## config.mk

```make
export PLATFORM = sky130hd
export DESIGN_NAME = acq_search_ctrl_flat
export DESIGN_NICKNAME = d
export VERILOG_FILES = /design/src/rtl/acq_search_ctrl_pkg.sv /design/src/rtl/acq_search_ctrl_if.sv /design/src/rtl/acq_peak_tracker.sv /design/src/rtl/acq_search_ctrl.sv /design/src/flat_wrapper.sv
export SDC_FILE = /design/constraint.sdc
export NUM_CORES = 1
export LEC_CHECK = 0
export BUFFER_PORTS_ARGS = -buffer_cell sky130_fd_sc_hd__clkbuf_2
export CAP_MARGIN = 5
export CORE_UTILIZATION = 40
export CTS_CLUSTER_SIZE = 16
export DETAILED_ROUTE_END_ITERATION = 12
export HOLD_SLACK_MARGIN = 0.08
export PLACE_DENSITY = 0.67
export SLEW_MARGIN = 15
export SYNTH_ARGS = -nofsm -noshare
export SYNTH_HDL_FRONTEND = slang
export SYNTH_HIERARCHICAL = 1
export SYNTH_SLANG_ARGS = --single-unit
```

## constraint.sdc

```tcl
create_clock -name clk -period 12.5 [get_ports clk]
set_input_delay 1.875 -clock clk [delete_from_list [all_inputs] [get_ports clk]]
set_output_delay 1.875 -clock clk [all_outputs]
set_load 0.005 [all_outputs]
```

## src/rtl/acq_search_ctrl_pkg.sv

```systemverilog
// Shared types for the acquisition sweep controller: FSM state encoding and a counter-width helper.
package acq_search_ctrl_pkg;

  typedef enum logic [2:0] {
    ST_IDLE    = 3'd0,
    ST_SEEK    = 3'd1,
    ST_SETTLE  = 3'd2,
    ST_DWELL   = 3'd3,
    ST_COMPARE = 3'd4,
    ST_DONE    = 3'd5
  } acq_state_e;

  // Bits needed to count 0..n-1, never less than one.
  function automatic int cnt_w(input int n);
    return (n <= 1) ? 1 : $clog2(n);
  endfunction

endpackage

```

## src/rtl/acq_search_ctrl_if.sv

```systemverilog
// Channel-side link of the sweep controller: retune outputs toward the channel, dump strobe back.
interface acq_search_ctrl_if #(
  parameter int DOP_W   = 16,
  parameter int SHIFT_W = 15,
  parameter int PWR_W   = 38
);
  logic               seek_en;
  logic [SHIFT_W-1:0] seek_target;
  logic [DOP_W-1:0]   doppler;
  logic               i2q2_valid;
  logic [PWR_W-1:0]   i2q2_prompt;

  modport master (output seek_en, seek_target, doppler, input i2q2_valid, i2q2_prompt);
  modport slave  (input seek_en, seek_target, doppler, output i2q2_valid, i2q2_prompt);
endinterface

```

## src/rtl/acq_peak_tracker.sv

```systemverilog
// Running maximum of prompt power over a sweep; the first cell always seeds the peak, ties keep the earlier cell.
module acq_peak_tracker #(
  parameter int DOP_W   = 16,
  parameter int SHIFT_W = 15,
  parameter int PWR_W   = 38
) (
  input  logic               clk,
  input  logic               reset,
  input  logic               clear,
  input  logic               sample_en,
  input  logic [PWR_W-1:0]   sample_power,
  input  logic [DOP_W-1:0]   sample_doppler,
  input  logic [SHIFT_W-1:0] sample_shift,
  output logic               better,
  output logic [PWR_W-1:0]   best_power,
  output logic [DOP_W-1:0]   best_doppler,
  output logic [SHIFT_W-1:0] best_shift
);
  logic seen;

  assign better = !seen || (sample_power > best_power);

  // NOTE: state registers use non-blocking assignments so every flop samples pre-edge values.
  always_ff @(posedge clk) begin
    if (reset || clear) begin
      seen         <= 1'b0;
      best_power   <= '0;
      best_doppler <= '0;
      best_shift   <= '0;
    end else if (sample_en && better) begin
      seen         <= 1'b1;
      best_power   <= sample_power;
      best_doppler <= sample_doppler;
      best_shift   <= sample_shift;
    end
  end
endmodule

```

## src/rtl/acq_search_ctrl.sv

```systemverilog
// Steps one tracking channel through a Doppler-bin x code-shift sweep and reports the peak cell.
// Optional feature: define ACQ_EARLY_EXIT_EN to end the sweep at the first cell above threshold.
module acq_search_ctrl
  import acq_search_ctrl_pkg::*;
#(
  parameter int DOP_W        = 16,
  parameter int SHIFT_W      = 15,
  parameter int PWR_W        = 38,
  parameter int NUM_BINS     = 21,
  parameter int NUM_SHIFTS   = 2046,
  parameter int CODE_STEP    = 1,
  parameter int SETTLE_DUMPS = 1
) (
  input  logic               clk,
  input  logic               reset,
  input  logic               start,
  input  logic               abort,
  input  logic [DOP_W-1:0]   dop_min,
  input  logic [DOP_W-1:0]   dop_step,
  input  logic [PWR_W-1:0]   threshold,
  acq_search_ctrl_if.master  chan,
  output logic               busy,
  output logic               done,
  output logic               found,
  output logic [DOP_W-1:0]   best_doppler,
  output logic [SHIFT_W-1:0] best_shift,
  output logic [PWR_W-1:0]   best_power
);
  localparam int BIN_W       = cnt_w(NUM_BINS);
  localparam int SHF_W       = cnt_w(NUM_SHIFTS);
  localparam int SET_W       = cnt_w(SETTLE_DUMPS);
  localparam int SETTLE_LAST = (SETTLE_DUMPS > 0) ? SETTLE_DUMPS - 1 : 0;

  if (NUM_BINS < 1 || NUM_SHIFTS < 1 ||
      longint'(NUM_SHIFTS) * longint'(CODE_STEP) > (longint'(1) << SHIFT_W)) begin : g_cfg_check
    $error("acq_search_ctrl: sweep dimensions do not fit seek_target");
  end

  acq_state_e         state, state_nx;
  logic [BIN_W-1:0]   bin_q;
  logic [SHF_W-1:0]   shift_q;
  logic [SET_W-1:0]   settle_q;
  logic [DOP_W-1:0]   dop_step_q, doppler_q;
  logic [SHIFT_W-1:0] target_q;
  logic [PWR_W-1:0]   threshold_q, sample_q, peak_next;
  logic               found_q, better;
  logic               last_shift, last_bin, settle_last, early_hit, start_sweep, abort_now;

  assign last_shift  = (shift_q == SHF_W'(NUM_SHIFTS - 1));
  assign last_bin    = (bin_q == BIN_W'(NUM_BINS - 1));
  assign settle_last = (settle_q == SET_W'(SETTLE_LAST));
  assign abort_now   = abort && (state != ST_IDLE);
  assign start_sweep = (state == ST_IDLE) && start && !abort;
  assign peak_next   = better ? sample_q : best_power;

`ifdef ACQ_EARLY_EXIT_EN
  assign early_hit = (sample_q > threshold_q);
`else
  assign early_hit = 1'b0;
`endif

  // NOTE: next state gets its default before the case so no path leaves it unassigned (no latch).
  always_comb begin
    state_nx = state;
    unique case (state)
      ST_IDLE:    if (start_sweep) state_nx = ST_SEEK;
      ST_SEEK:    state_nx = (SETTLE_DUMPS == 0) ? ST_DWELL : ST_SETTLE;
      ST_SETTLE:  if (chan.i2q2_valid && settle_last) state_nx = ST_DWELL;
      ST_DWELL:   if (chan.i2q2_valid) state_nx = ST_COMPARE;
      ST_COMPARE: state_nx = (early_hit || (last_shift && last_bin)) ? ST_DONE : ST_SEEK;
      ST_DONE:    state_nx = ST_IDLE;
      default:    state_nx = ST_IDLE;
    endcase
    if (abort_now) state_nx = ST_IDLE;
  end

  always_ff @(posedge clk) begin
    if (reset) begin
      state       <= ST_IDLE;
      bin_q       <= '0;
      shift_q     <= '0;
      settle_q    <= '0;
      dop_step_q  <= '0;
      doppler_q   <= '0;
      target_q    <= '0;
      threshold_q <= '0;
      sample_q    <= '0;
      found_q     <= 1'b0;
    end else begin
      state <= state_nx;
      if (start_sweep) begin
        dop_step_q  <= dop_step;
        threshold_q <= threshold;
        doppler_q   <= dop_min;
        target_q    <= '0;
        bin_q       <= '0;
        shift_q     <= '0;
        found_q     <= 1'b0;
      end
      // Dumps seen while seek_en is high are stale and never reach SETTLE/DWELL.
      if (state == ST_SEEK) settle_q <= '0;
      else if (state == ST_SETTLE && chan.i2q2_valid)
        settle_q <= settle_last ? '0 : settle_q + SET_W'(1);
      if (state == ST_DWELL && chan.i2q2_valid) sample_q <= chan.i2q2_prompt;
      if (state == ST_COMPARE && state_nx == ST_SEEK) begin
        if (last_shift) begin
          shift_q   <= '0;
          target_q  <= '0;
          bin_q     <= bin_q + BIN_W'(1);
          doppler_q <= doppler_q + dop_step_q;
        end else begin
          shift_q  <= shift_q + SHF_W'(1);
          target_q <= target_q + SHIFT_W'(CODE_STEP);
        end
      end
      if (state == ST_COMPARE && state_nx == ST_DONE) found_q <= (peak_next > threshold_q);
      if (abort_now) found_q <= 1'b0;
    end
  end

  acq_peak_tracker #(.DOP_W(DOP_W), .SHIFT_W(SHIFT_W), .PWR_W(PWR_W)) u_peak (
    .clk            (clk),
    .reset          (reset),
    .clear          (start_sweep),
    .sample_en      (state == ST_COMPARE),
    .sample_power   (sample_q),
    .sample_doppler (doppler_q),
    .sample_shift   (target_q),
    .better         (better),
    .best_power     (best_power),
    .best_doppler   (best_doppler),
    .best_shift     (best_shift)
  );

  assign chan.seek_en     = (state == ST_SEEK);
  assign chan.seek_target = target_q;
  assign chan.doppler     = doppler_q;
  assign busy             = (state == ST_SEEK) || (state == ST_SETTLE) ||
                            (state == ST_DWELL) || (state == ST_COMPARE);
  assign done             = (state == ST_DONE);
  assign found            = found_q;
endmodule
```

## src/flat_wrapper.sv

```systemverilog
// flat-port wrapper written by rule: the top's interface ports become plain ports
module acq_search_ctrl_flat import acq_search_ctrl_pkg::*;
#(
  parameter int DOP_W        = 16,
  parameter int SHIFT_W      = 15,
  parameter int PWR_W        = 38,
  parameter int NUM_BINS     = 21,
  parameter int NUM_SHIFTS   = 2046,
  parameter int CODE_STEP    = 1,
  parameter int SETTLE_DUMPS = 1
)
  (clk, reset, start, abort, dop_min, dop_step, threshold, busy, done, found, best_doppler, best_shift, best_power, chan_seek_en, chan_seek_target, chan_doppler, chan_i2q2_valid, chan_i2q2_prompt);
  acq_search_ctrl_if #(.DOP_W(DOP_W), .SHIFT_W(SHIFT_W), .PWR_W(PWR_W)) chan_i ();
  input  logic clk;
  input  logic reset;
  input  logic start;
  input  logic abort;
  input  logic [DOP_W-1:0] dop_min;
  input  logic [DOP_W-1:0] dop_step;
  input  logic [PWR_W-1:0] threshold;
  output logic busy;
  output logic done;
  output logic found;
  output logic [DOP_W-1:0] best_doppler;
  output logic [SHIFT_W-1:0] best_shift;
  output logic [PWR_W-1:0] best_power;
  output wire logic [$bits(chan_i.seek_en)-1:0] chan_seek_en;
  output wire logic [$bits(chan_i.seek_target)-1:0] chan_seek_target;
  output wire logic [$bits(chan_i.doppler)-1:0] chan_doppler;
  input wire logic [$bits(chan_i.i2q2_valid)-1:0] chan_i2q2_valid;
  input wire logic [$bits(chan_i.i2q2_prompt)-1:0] chan_i2q2_prompt;
  assign chan_seek_en = chan_i.seek_en;
  assign chan_seek_target = chan_i.seek_target;
  assign chan_doppler = chan_i.doppler;
  assign chan_i.i2q2_valid = chan_i2q2_valid;
  assign chan_i.i2q2_prompt = chan_i2q2_prompt;
  acq_search_ctrl #(.DOP_W(DOP_W), .SHIFT_W(SHIFT_W), .PWR_W(PWR_W), .NUM_BINS(NUM_BINS), .NUM_SHIFTS(NUM_SHIFTS), .CODE_STEP(CODE_STEP), .SETTLE_DUMPS(SETTLE_DUMPS)) u_core (.clk(clk), .reset(reset), .start(start), .abort(abort), .dop_min(dop_min), .dop_step(dop_step), .threshold(threshold), .chan(chan_i), .busy(busy), .done(done), .found(found), .best_doppler(best_doppler), .best_shift(best_shift), .best_power(best_power));
endmodule
```

==> reports/qor.csv <==
stage,metric,value,unit
outcome,status,"complete, no violations",
timing,Final Cycle Share,40.2,%
run,Max-Cap Viols,0,
clock_tree,worst-skew pair later-pin latency,0.53,ns
power_and_ir_drop,Pwr per Cell Area,116,nW/um2
synthesis,Synth Instances,1446,
placed_design,PortBufs,216,
worst_setup_path,worst reg2reg path startpoint,u_core/u_peak/best_power[20],
clock_tree,post-CTS setup buffers,0,
cells_and_area,"commonest non-fill, non-tap cell in the layout",nand2_1,
timing,Min Hold Slack,0.450,ns
synthesis,Mapped Nets,1656,
cells_and_area,fraction of layout cells with a size suffix above 1,19.6,%
timing,final hold vios,0,
cells_and_area,Area growth syn-to-layout,19.0,%
timing,final setup TNS,0,ns
clock_tree,"Reg clk slew, reported paths",0.06,ns
placed_design,pre-CTS setup slack,7.49,ns
worst_setup_path,WP data arrival,5.48,ns
timing,final setup margin,7.48,ns
clock_tree,clk sink count,213,
clock_tree,clk buf depth,3,
die,row cnt,61,
die,die area,29500,um2
route,DRC violations left,0,
synthesis,Post-Syn Area,11500,um2
route,DR WL/cell,15.5,um
power_and_ir_drop,leakage power,0.00604,uW
route,DR vias/cell,5.17,
route,drt first pass iters,5,
synthesis,post-synth cell types,72,
placed_design,post-DP HPWL,22.0,mm
worst_setup_path,"Req. time, crit path",12.96,ns
power_and_ir_drop,switching share of power,24.4,%
power_and_ir_drop,Int Power,1210,uW
timing,Finish-stage setup viols,0,
min_path,type of the most critical hold path,register to register,
clock_tree,Resize count post-CTS,0,
synthesis,Post-synth EDFFs,0,
die,Die X-Extent,172,um
die,Core Region,28100,um2
min_path,worst hold start,u_core/threshold_q[11],
global_route,gr ovfl total,0,
power_and_ir_drop,sequential share of power,44.1,%
clock_tree,Clock Root Buffer,clkbuf_16,
worst_setup_path,"critical path fanouts, max",30,
worst_setup_path,Worst Setup SP,u_core/u_peak/best_power[20],
timing,Max Freq,199,MHz
global_route,first-pass GRT wire length,49.5,mm
global_route,vias in the first global route,9956,
route,WL final,31.3,mm
global_route,Total Routing Usage GR,20.9,%
die,# IOs,217,
clock_tree,"Hold-fix buffers, CTS",0,
power_and_ir_drop,clock power share,47.6,%
power_and_ir_drop,VDD IR-drop max,90.7,uV
timing,Worst Max-Slew Pin Slew,1.12,ns
global_route,GRT met3 Usage,4.51,%
cells_and_area,most frequent cells in the layout,"nand2_1 (391), clkbuf_2 (215), dfxtp_1 (213)",
timing,clock skew,0.00578,ns
synthesis,asr flop ratio synth,0,%
route,1st-iter DRT viols,525,
timing,Slew HR,24.7,%
clock_tree,H-tree levels,1,
placed_design,Placer Congestion,0.838,
synthesis,Synth Warn #,6,
synthesis,register area share after synthesis,37.0,%
timing,Slew Limit Fails,0,
worst_setup_path,CP startpoint kind,register,
route,Routed Antenna Nets,0,
worst_setup_path,Worst setup EP type,register,
die,Die Y,172,um
power_and_ir_drop,Power Total,1600,uW
global_route,antenna violations before repair,2,
timing,Period minus WS final,5.02,ns
synthesis,main flop type after synthesis,dfxtp_1,
global_route,GRT met2 Usage,35.9,%
synthesis,Synth Register Bits,213,
global_route,GR peak layer,met2,
global_route,grt met1 use,26.2,%
timing,RSZ-0062 raised after global routing,false,
die,Initial Util,41.1,%
clock_tree,CTS buffer count,26,
power_and_ir_drop,Comb power frac,8.3,%
power_and_ir_drop,NetSw,389,uW
synthesis,Syn Area/Cell,7.98,um2
route,DR vias,10400,
worst_setup_path,critical path type,register to register,
clock_tree,TritonCTS clock tree,built,
global_route,largest net degree at the start of global routing,91,
cells_and_area,nets,1831,
routing by layer:
layer	vias up	part of all wire [%]
met2	296	46
met3	53	6.4
met1	4791	45
li1	5296	-
met5	-	0.042
met4	2	2.5
per-stage QoR:
stage	instances	utilization (%)	area, um2
finish	2019	48.9	13700
global placement	1970	45.7	12800
CTS	2017	48.8	13700
global route	2018	48.9	13700
detailed placement	1970	45.7	12800
floorplan	1446	-	11500
cell usage after synthesis (all sizes together), types with 3 or more instances:
master  count  share of area (%)
o21ai      34                1.5
nand2b      5               0.27
mux2i      74                6.4
nor2       63                2.1
inv        91                3.0
xor2        6               0.46
ha         96                 10
a31oi      11               0.65
a21o        6               0.39
and3       14               0.80
nor3b       3               0.29
xnor2       5               0.38
dfxtp     213                 37
nor3       17               0.84
and4        6               0.46
a311oi     20                1.5
nor4        4               0.35
clkbuf     49                1.6
buf        30                1.5
nand3      33                1.5
a21oi     163                7.1
nand2     391                 13
a221o       3               0.26
nand4      13               0.76
and2        3               0.16
o211ai      5               0.37
o21a        3               0.20
mux2       37                3.6
a211oi     11               0.72
power groups by stage:
stage          registers (uW)  logic (uW)  clock network (uW)
2_1_floorplan             714        86.6                   0
3_3_place_gp              718         129                   0
3_5_place_dp              718         131                   0
4_1_cts                   703         132                 777
5_1_grt                   705         149                 804
6_report                  704         133                 760
registers in the layout, summed over array words and instances, names as in the netlist:
| signal | count |
|---|---|
| u_core/sample_q | 38 |
| u_core/dop_step_q | 16 |
| u_core/chan.doppler | 16 |
| u_core/threshold_q | 38 |
| u_core/u_peak/best_power | 38 |
| u_core/shift_q | 11 |
| u_core/u_peak/best_doppler | 16 |
| u_core/u_peak/best_shift | 15 |
| u_core/chan.seek_target | 15 |
| u_core/bin_q | 5 |
| u_core/found | 1 |
| u_core/state | 3 |
| u_core/u_peak/seen | 1 |
area by class of cell:
type,count,area [um2]
Multi-Input combinational cell,1063,6600
Sequential cell,213,4260
Inverter,91,342
Tap cell,378,473
Clock inverter,9,103
Clock buffer,38,767
Fill cell,2781,14400
Timing Repair Buffer,226,1180
Antenna cell,1,2.50
worst max-delay path, stage by stage, from the launching register on:
cell and delay [ns]:
dfxtp_1 0.38, inv_1 0.06, ha_1 0.31, nand4_1 0.18, nor4b_1 0.58, nand3_1 0.26, o211ai_1 0.23, nor2_1 0.10
o21ai_4 0.33, buf_4 0.46, mux2_2 0.41, ha_1 0.30, and4_1 0.26, nand4_1 0.15, a311oi_1 0.34, a211oi_1 0.09
a211o_1 0.33, a31oi_1 0.16
path summary, 6_finish.rpt:
check,to,cells after the start,slack [ns]
setup reg to reg,u_core/found,17,7.48
hold reg to reg,u_core/threshold_q[11],2,0.45
setup / recovery,u_core/found,17,7.48
hold / removal,u_core/threshold_q[11],2,0.45
logic make-up (layout without fill, tap and decap cells):
| group | count (synthesis) | in the layout | synth area share [%] |
|---|---|---|---|
| muxes | 111 | 111 | 10.0 |
| buffers and inverters | 170 | 364 | 6.09 |
| adders and majority gates | 97 | 97 | 10.6 |
| xor gates and xnor gates | 11 | 11 | 0.835 |
| other | 0 | 1 | 0 |
| DFF | 213 | 213 | 37.0 |
| and+or+nand+nor | 566 | 566 | 21.2 |
| AOI/OAI and AO/OA | 278 | 278 | 14.3 |
Note: power is estimated with default switching activity, not from simulation.
